`src/rtl/seg_defs.vh`:
```
// rtl/seg_defs.vh - active-low seven-segment codes shared by the scan controller
`ifndef SEG_DEFS_VH
`define SEG_DEFS_VH
localparam logic [7:0] SEG_HEX_0 = 8'hC0;
localparam logic [7:0] SEG_HEX_1 = 8'hF9;
localparam logic [7:0] SEG_HEX_2 = 8'hA4;
localparam logic [7:0] SEG_HEX_3 = 8'hB0;
localparam logic [7:0] SEG_HEX_4 = 8'h99;
localparam logic [7:0] SEG_HEX_5 = 8'h92;
localparam logic [7:0] SEG_HEX_6 = 8'h82;
localparam logic [7:0] SEG_HEX_7 = 8'hF8;
localparam logic [7:0] SEG_HEX_8 = 8'h80;
localparam logic [7:0] SEG_HEX_9 = 8'h90;
localparam logic [7:0] SEG_HEX_A = 8'h88;
localparam logic [7:0] SEG_HEX_B = 8'h83;
localparam logic [7:0] SEG_HEX_C = 8'hC6;
localparam logic [7:0] SEG_HEX_D = 8'hA1;
localparam logic [7:0] SEG_HEX_E = 8'h86;
localparam logic [7:0] SEG_HEX_F = 8'h8E;
localparam logic [7:0] SEG_BLANK = 8'hFF;
`endif

```
`src/rtl/seg_scan_ctrl_pkg.sv`:
```
// rtl/seg_scan_ctrl_pkg.sv - shared types and segment constants for seg_scan_ctrl
package seg_scan_ctrl_pkg;
`include "seg_defs.vh"

    typedef struct packed {
        logic [3:0] nib;
        logic       dp;
        logic       blank;
        logic [3:0] bright;
    } slot_t;

    localparam slot_t SLOT_RESET = '{nib: 4'h0, dp: 1'b0, blank: 1'b1, bright: 4'h0};
endpackage

```
`src/rtl/seg_scan_ctrl_hex7seg.sv`:
```
// rtl/seg_scan_ctrl_hex7seg.sv - combinational nibble to active-low segment decoder
module hex7seg
    import seg_scan_ctrl_pkg::*;
(
    input  logic [3:0] i_nib,
    output logic [7:0] o_seg
);

    always_comb begin
        o_seg = SEG_BLANK;
        case (i_nib)
            4'h0: o_seg = SEG_HEX_0;
            4'h1: o_seg = SEG_HEX_1;
            4'h2: o_seg = SEG_HEX_2;
            4'h3: o_seg = SEG_HEX_3;
            4'h4: o_seg = SEG_HEX_4;
            4'h5: o_seg = SEG_HEX_5;
            4'h6: o_seg = SEG_HEX_6;
            4'h7: o_seg = SEG_HEX_7;
            4'h8: o_seg = SEG_HEX_8;
            4'h9: o_seg = SEG_HEX_9;
            4'hA: o_seg = SEG_HEX_A;
            4'hB: o_seg = SEG_HEX_B;
            4'hC: o_seg = SEG_HEX_C;
            4'hD: o_seg = SEG_HEX_D;
            4'hE: o_seg = SEG_HEX_E;
            default: o_seg = SEG_HEX_F;
        endcase
    end

endmodule

```
`src/rtl/seg_scan_ctrl.sv`:
```
// rtl/seg_scan_ctrl.sv - multiplexed seven-segment scan controller with PWM brightness
module seg_scan_ctrl
    import seg_scan_ctrl_pkg::*;
#(
    parameter int DIGITS      = 8,
    parameter int SCAN_CYCLES = 200000
) (
    input  logic                  clk,
    input  logic                  rst,
    input  logic                  en,
    input  logic [4*DIGITS-1:0]   data,
    input  logic [DIGITS-1:0]     dp_in,
    input  logic [DIGITS-1:0]     blank,
    input  logic [3:0]            bright,
    output logic [DIGITS-1:0]     led_en,
    output logic [7:0]            seg,
    output logic                  frame_tick
);

    localparam int SUB   = SCAN_CYCLES / 16;
    localparam int PRE_W = $clog2(SUB);
    localparam int IDX_W = $clog2(DIGITS);

    // The slot counter is split into a prescaler and a 16-step phase so that
    // cnt/SUB is available as r_sub without a divider.
    logic [PRE_W-1:0] r_pre;
    logic [3:0]       r_sub;
    logic [IDX_W-1:0] r_idx;
    slot_t            r_slot;
    logic             r_tick;

    logic             w_pre_last;
    logic             w_boundary;
    logic             w_idx_last;
    logic [IDX_W-1:0] w_next_idx;
    logic [7:0]       w_dec;
    logic             w_on;

    assign w_pre_last = (r_pre == PRE_W'(SUB - 1));
    assign w_boundary = w_pre_last && (r_sub == 4'd15);
    assign w_idx_last = (r_idx == IDX_W'(DIGITS - 1));
    assign w_next_idx = w_idx_last ? '0 : r_idx + IDX_W'(1);

    always_ff @(posedge clk) begin
        if (rst) begin
            r_pre  <= '0;
            r_sub  <= '0;
            r_idx  <= IDX_W'(DIGITS - 1);
            r_slot <= SLOT_RESET;
            r_tick <= 1'b0;
        end else if (!en) begin
            r_pre        <= '0;
            r_sub        <= '0;
            r_idx        <= IDX_W'(DIGITS - 1);
            r_slot.blank <= 1'b1;
            r_tick       <= 1'b0;
        end else begin
            r_tick <= w_boundary && w_idx_last;
            if (w_boundary) begin
                r_pre  <= '0;
                r_sub  <= '0;
                r_idx  <= w_next_idx;
                r_slot <= '{nib:    data[{w_next_idx, 2'b00} +: 4],
                            dp:     dp_in[w_next_idx],
                            blank:  blank[w_next_idx],
                            bright: bright};
            end else if (w_pre_last) begin
                r_pre <= '0;
                r_sub <= r_sub + 4'd1;
            end else begin
                r_pre <= r_pre + PRE_W'(1);
            end
        end
    end

    hex7seg u_hex7seg (
        .i_nib (r_slot.nib),
        .o_seg (w_dec)
    );

    // en low forces blank on the next edge, so the outputs need only registered state.
    assign w_on       = !r_slot.blank && (r_sub <= r_slot.bright);
    assign led_en     = w_on ? ~(DIGITS'(1) << r_idx) : '1;
    assign seg        = w_on ? {w_dec[7] & ~r_slot.dp, w_dec[6:0]} : SEG_BLANK;
    assign frame_tick = r_tick;

endmodule

```
`config.mk`:
```
export PLATFORM = sky130hd
export DESIGN_NAME = seg_scan_ctrl
export DESIGN_NICKNAME = d
export VERILOG_FILES = /design/src/rtl/seg_scan_ctrl_pkg.sv /design/src/rtl/seg_scan_ctrl_hex7seg.sv /design/src/rtl/seg_scan_ctrl.sv
export VERILOG_INCLUDE_DIRS = /design/src /design/src/rtl
export SDC_FILE = /design/constraint.sdc
export NUM_CORES = 1
export LEC_CHECK = 0
export ABC_AREA = 1
export CAP_MARGIN = 20
export CORE_MARGIN = 5
export CORE_UTILIZATION = 62
export CTS_BUF_LIST = sky130_fd_sc_hd__clkbuf_16
export CTS_CLUSTER_DIAMETER = 40
export CTS_CLUSTER_SIZE = 20
export DETAILED_ROUTE_END_ITERATION = 12
export DONT_BUFFER_PORTS = 1
export PLACE_DENSITY = 0.76
export SETUP_SLACK_MARGIN = 0.4
export SYNTH_ARGS = -nofsm -noshare
export SYNTH_HDL_FRONTEND = slang
export SYNTH_SLANG_ARGS = --single-unit
```
`constraint.sdc`:
```
create_clock -name clk -period 4.6 [get_ports clk]
set_clock_uncertainty 0.05 [all_clocks]
set_input_delay 0.92 -clock clk [delete_from_list [all_inputs] [get_ports clk]]
set_output_delay 0.92 -clock clk [all_outputs]
set_load 0.02 [all_outputs]
```
==> run_results.csv <==
group,metric,value,unit
outcome,status,"finished, final reports clean",
die,die_area,0.00566,mm²
timing,min_period,3130,ps
timing,slew_headroom,42.1,%
critical_path,cp_slowest_cell,"nor2_2",
layout,antenna_cells,0,
clock_network,insertion_delay,280,ps
yosys,syn-mean-instance-area,6.51,µm²
job,maxCapViolCount,0,
yosys,synth-edff-count,0,
hold_path,hold_class,"flop to flop",
detailed_routing,drcViolationCount,0,
detailed_routing,wl_per_cell,13.1,µm
critical_path,r2r_end,"u_hex7seg.o_seg[3]",
timing,tightest_slew,867,ps
die,dieWidth,75.2,µm
clock_network,clock_path_buffers,2,
yosys,synth_seq_area_share,29.6,%
critical_path,r2r-start,"r_idx[0]",
critical_path,start_kind,"flop",
detailed_routing,drt-pass1-iter-count,6,
place,hpwl,4580,µm
yosys,synthDistinctLibCells,35,
critical_path,worstSetupEndpoint,"u_hex7seg.o_seg[3]",
yosys,yosys.area.top_type,"dfxtp_1",
yosys,syn_nets,478,
timing,tns,0,ps
timing,fmax,0.320,GHz
timing,hold_viol_final,0,
yosys,synth_async_sr_flop_share,0,%
critical_path,crit_required,4730,ps
critical_path,crit_top_cell,"nand2_1",
detailed_routing,drt_iter0_drc,155,
power_and_ir_drop,finalPower,0.687,mW
critical_path,cp-end-kind,"flop",
critical_path,reg2reg_slack,1470,ps
power_and_ir_drop,p_leak,1.31,nW
global_route,grt_pass1_wl,9270,µm
critical_path,r2r_cells,16,
timing,hold_ws,405,ps
clock_network,cts-root-buf,"clkbuf_16",
yosys,synth_top_area_share,29.6,%
critical_path,path_delay_family,"simple AND/OR/NAND/NOR gates",
die,num_io_pins,72,
clock_network,clkSinkCount,39,
detailed_routing,num_vias,2460,
global_route,antenna_found_initial,0,
place,gp_congestion,0.887,
critical_path,critPathMaxFanout,25,
timing,rsz0062_at_grt,"no",
clock_network,postCtsHoldBufs,0,
timing,finalMaxSlewViolations,0,
clock_network,numCtsBuffers,5,
yosys,yosys-top-cells-area,"dfxtp_1 30%, nand2_1 17%, ha_1 8.5%, inv_1 7.7%, nand3_1 6.6%",
layout,final_core_util,68.9,%
layout,areaGrowthSynthToFinish,6.12,%
yosys,yosys_warnings,0,
yosys,syn_inst,405,
yosys,ys.flop_type,"dfxtp_1",
clock_network,htree_levels,2,
clock_network,cts_tree,"done",
global_route,grt_usage,21.0,%
global_route,grt_pass1_vias,2126,
critical_path,slowest_delay,670,ps
critical_path,worstPathCellList,"ha_1 > ha_1 > nor2_2 > nand2_1 > nand3_1 > nand3_1 > nand2_1 > nand2_1 > o21ai_0 > nor2_1 > inv_1 > ha_1 > inv_1 > nand4_1 > nand3_1 > nand2_1",
die,start_util,65.0,%
clock_network,cts_resized,0,
critical_path,crit_type,"flop to flop",
critical_path,cp.depth,16,
timing,finalSetupViolCount,0,
critical_path,critPathBufInv,2,
yosys,syn-cell-area,0.00264,mm²
clock_network,cts_setup_buffers,0,
layout,finalNetCount,477,
place,io_buffers,0,
detailed_routing,finalWirelength,5960,µm
die,coreArea,0.00406,mm²
power_and_ir_drop,ir_worst_vdd,0.000204,V
clock_network,clkTransAtPathRegs,60,ps
die,num_rows,23,
power_and_ir_drop,power.density,245,mW/mm²
yosys,ys_seq_elements,39,
critical_path,startpoint,"r_idx[0]",
global_route,gr-total-overflow,0,
timing,period_share,68.0,%
global_route,grt_max_degree,26,
layout,fillers,374,
layout,drive_above_1_share,10.1,%
die,fp.dieH,75.2,µm
detailed_routing,postRouteAntennaNets,0,
detailed_routing,vias_per_cell,5.41,
critical_path,critPathArrivalTime,3260,ps
==> per-layer routing <==
| layer | up-vias | global-route usage (%) | part of all wire, % |
|---|---|---|---|
| met5 | - | 0 | 0 |
| met4 | 0 | 6.21 | 0.86 |
| met3 | 5 | 4.14 | 7.0 |
| met2 | 65 | 36.2 | 47 |
| met1 | 1102 | 26.7 | 45 |
| li1 | 1288 | - | - |
==> sequential cells by signal (all words and copies together) (netlist names) <==
register         count
frame_tick           1
r_slot              10
r_sub                4
r_pre               14
u_hex7seg.o_seg      7
r_idx                3
==> how the worst min path moves through the flow <==
stage / start / end / slack, ps / depth (start not counted)
finish: r_pre[0] / r_pre[0] / 400 / 1
global route: r_slot[3] / r_slot[3] / 430 / 2
CTS: r_pre[0] / r_pre[0] / 400 / 1
detailed placement: r_pre[0] / r_pre[0] / 390 / 1
global placement: r_pre[0] / r_pre[0] / 380 / 1
floorplan: r_pre[0] / r_pre[0] / 370 / 1
==> cells by family (layout without fill, tap and decap cells) <==
family          count (synthesis)  in the layout  synth area share (%)
buf+inv                        68             68                  10.0
compound gates                 44             44                  9.63
flops                          39             39                  29.6
simple gates                  235            235                  41.9
xor+xnor                        1              1                 0.332
fa+ha+maj                      18             18                  8.54
==> power by group <==
group          total, mW  internal, mW  switching, mW
clock network      0.325         0.196          0.130
logic             0.0220       0.00753         0.0145
registers          0.339         0.339       0.000597
total              0.687         0.542          0.145
==> synthesized netlist by cell type (4+ instances only) <==
cell,instances
nand3_1,35
o21ai_0,16
nor2_2,5
dfxtp_1,39
nand2_1,117
inv_2,5
nor2_1,35
nor3_1,8
a21oi_1,17
ha_1,18
inv_1,54
or2_2,9
nand4_1,6
buf_2,4
==> layout make-up <==
cell class	instances	area [µm²]	share of cell area (%)
sequential	39	781	27.9
clock inverter	3	12.5	0.447
inverter	60	225	8.05
tap	50	62.6	2.24
clock buffer	5	125	4.47
multi-input combinational	298	1590	56.9
==> placed cells by master, fill, tap and decap left out, types with 5 or more instances in the layout <==
cell type  synthesis  layout
or2_2              9       9
nor2_1            35      35
nand3_1           35      35
a21oi_1           17      17
nor3_1             8       8
dfxtp_1           39      39
nor2_2             5       5
ha_1              18      18
o21ai_0           16      16
inv_2              5       5
clkbuf_16          0       5
nand4_1            6       6
inv_1             54      56
nand2_1          117     117
==> through the flow <==
stage / setup WS, ps / instance area, µm² / cells
floorplan: 2080 / 2640 / 405
global placement: 1700 / 2660 / 447
detailed placement: 1540 / 2660 / 447
CTS: 1530 / 2800 / 455
global route: 1170 / 2800 / 455
finish: 1470 / 2800 / 455
Note: power is estimated with default switching activity, not from simulation.
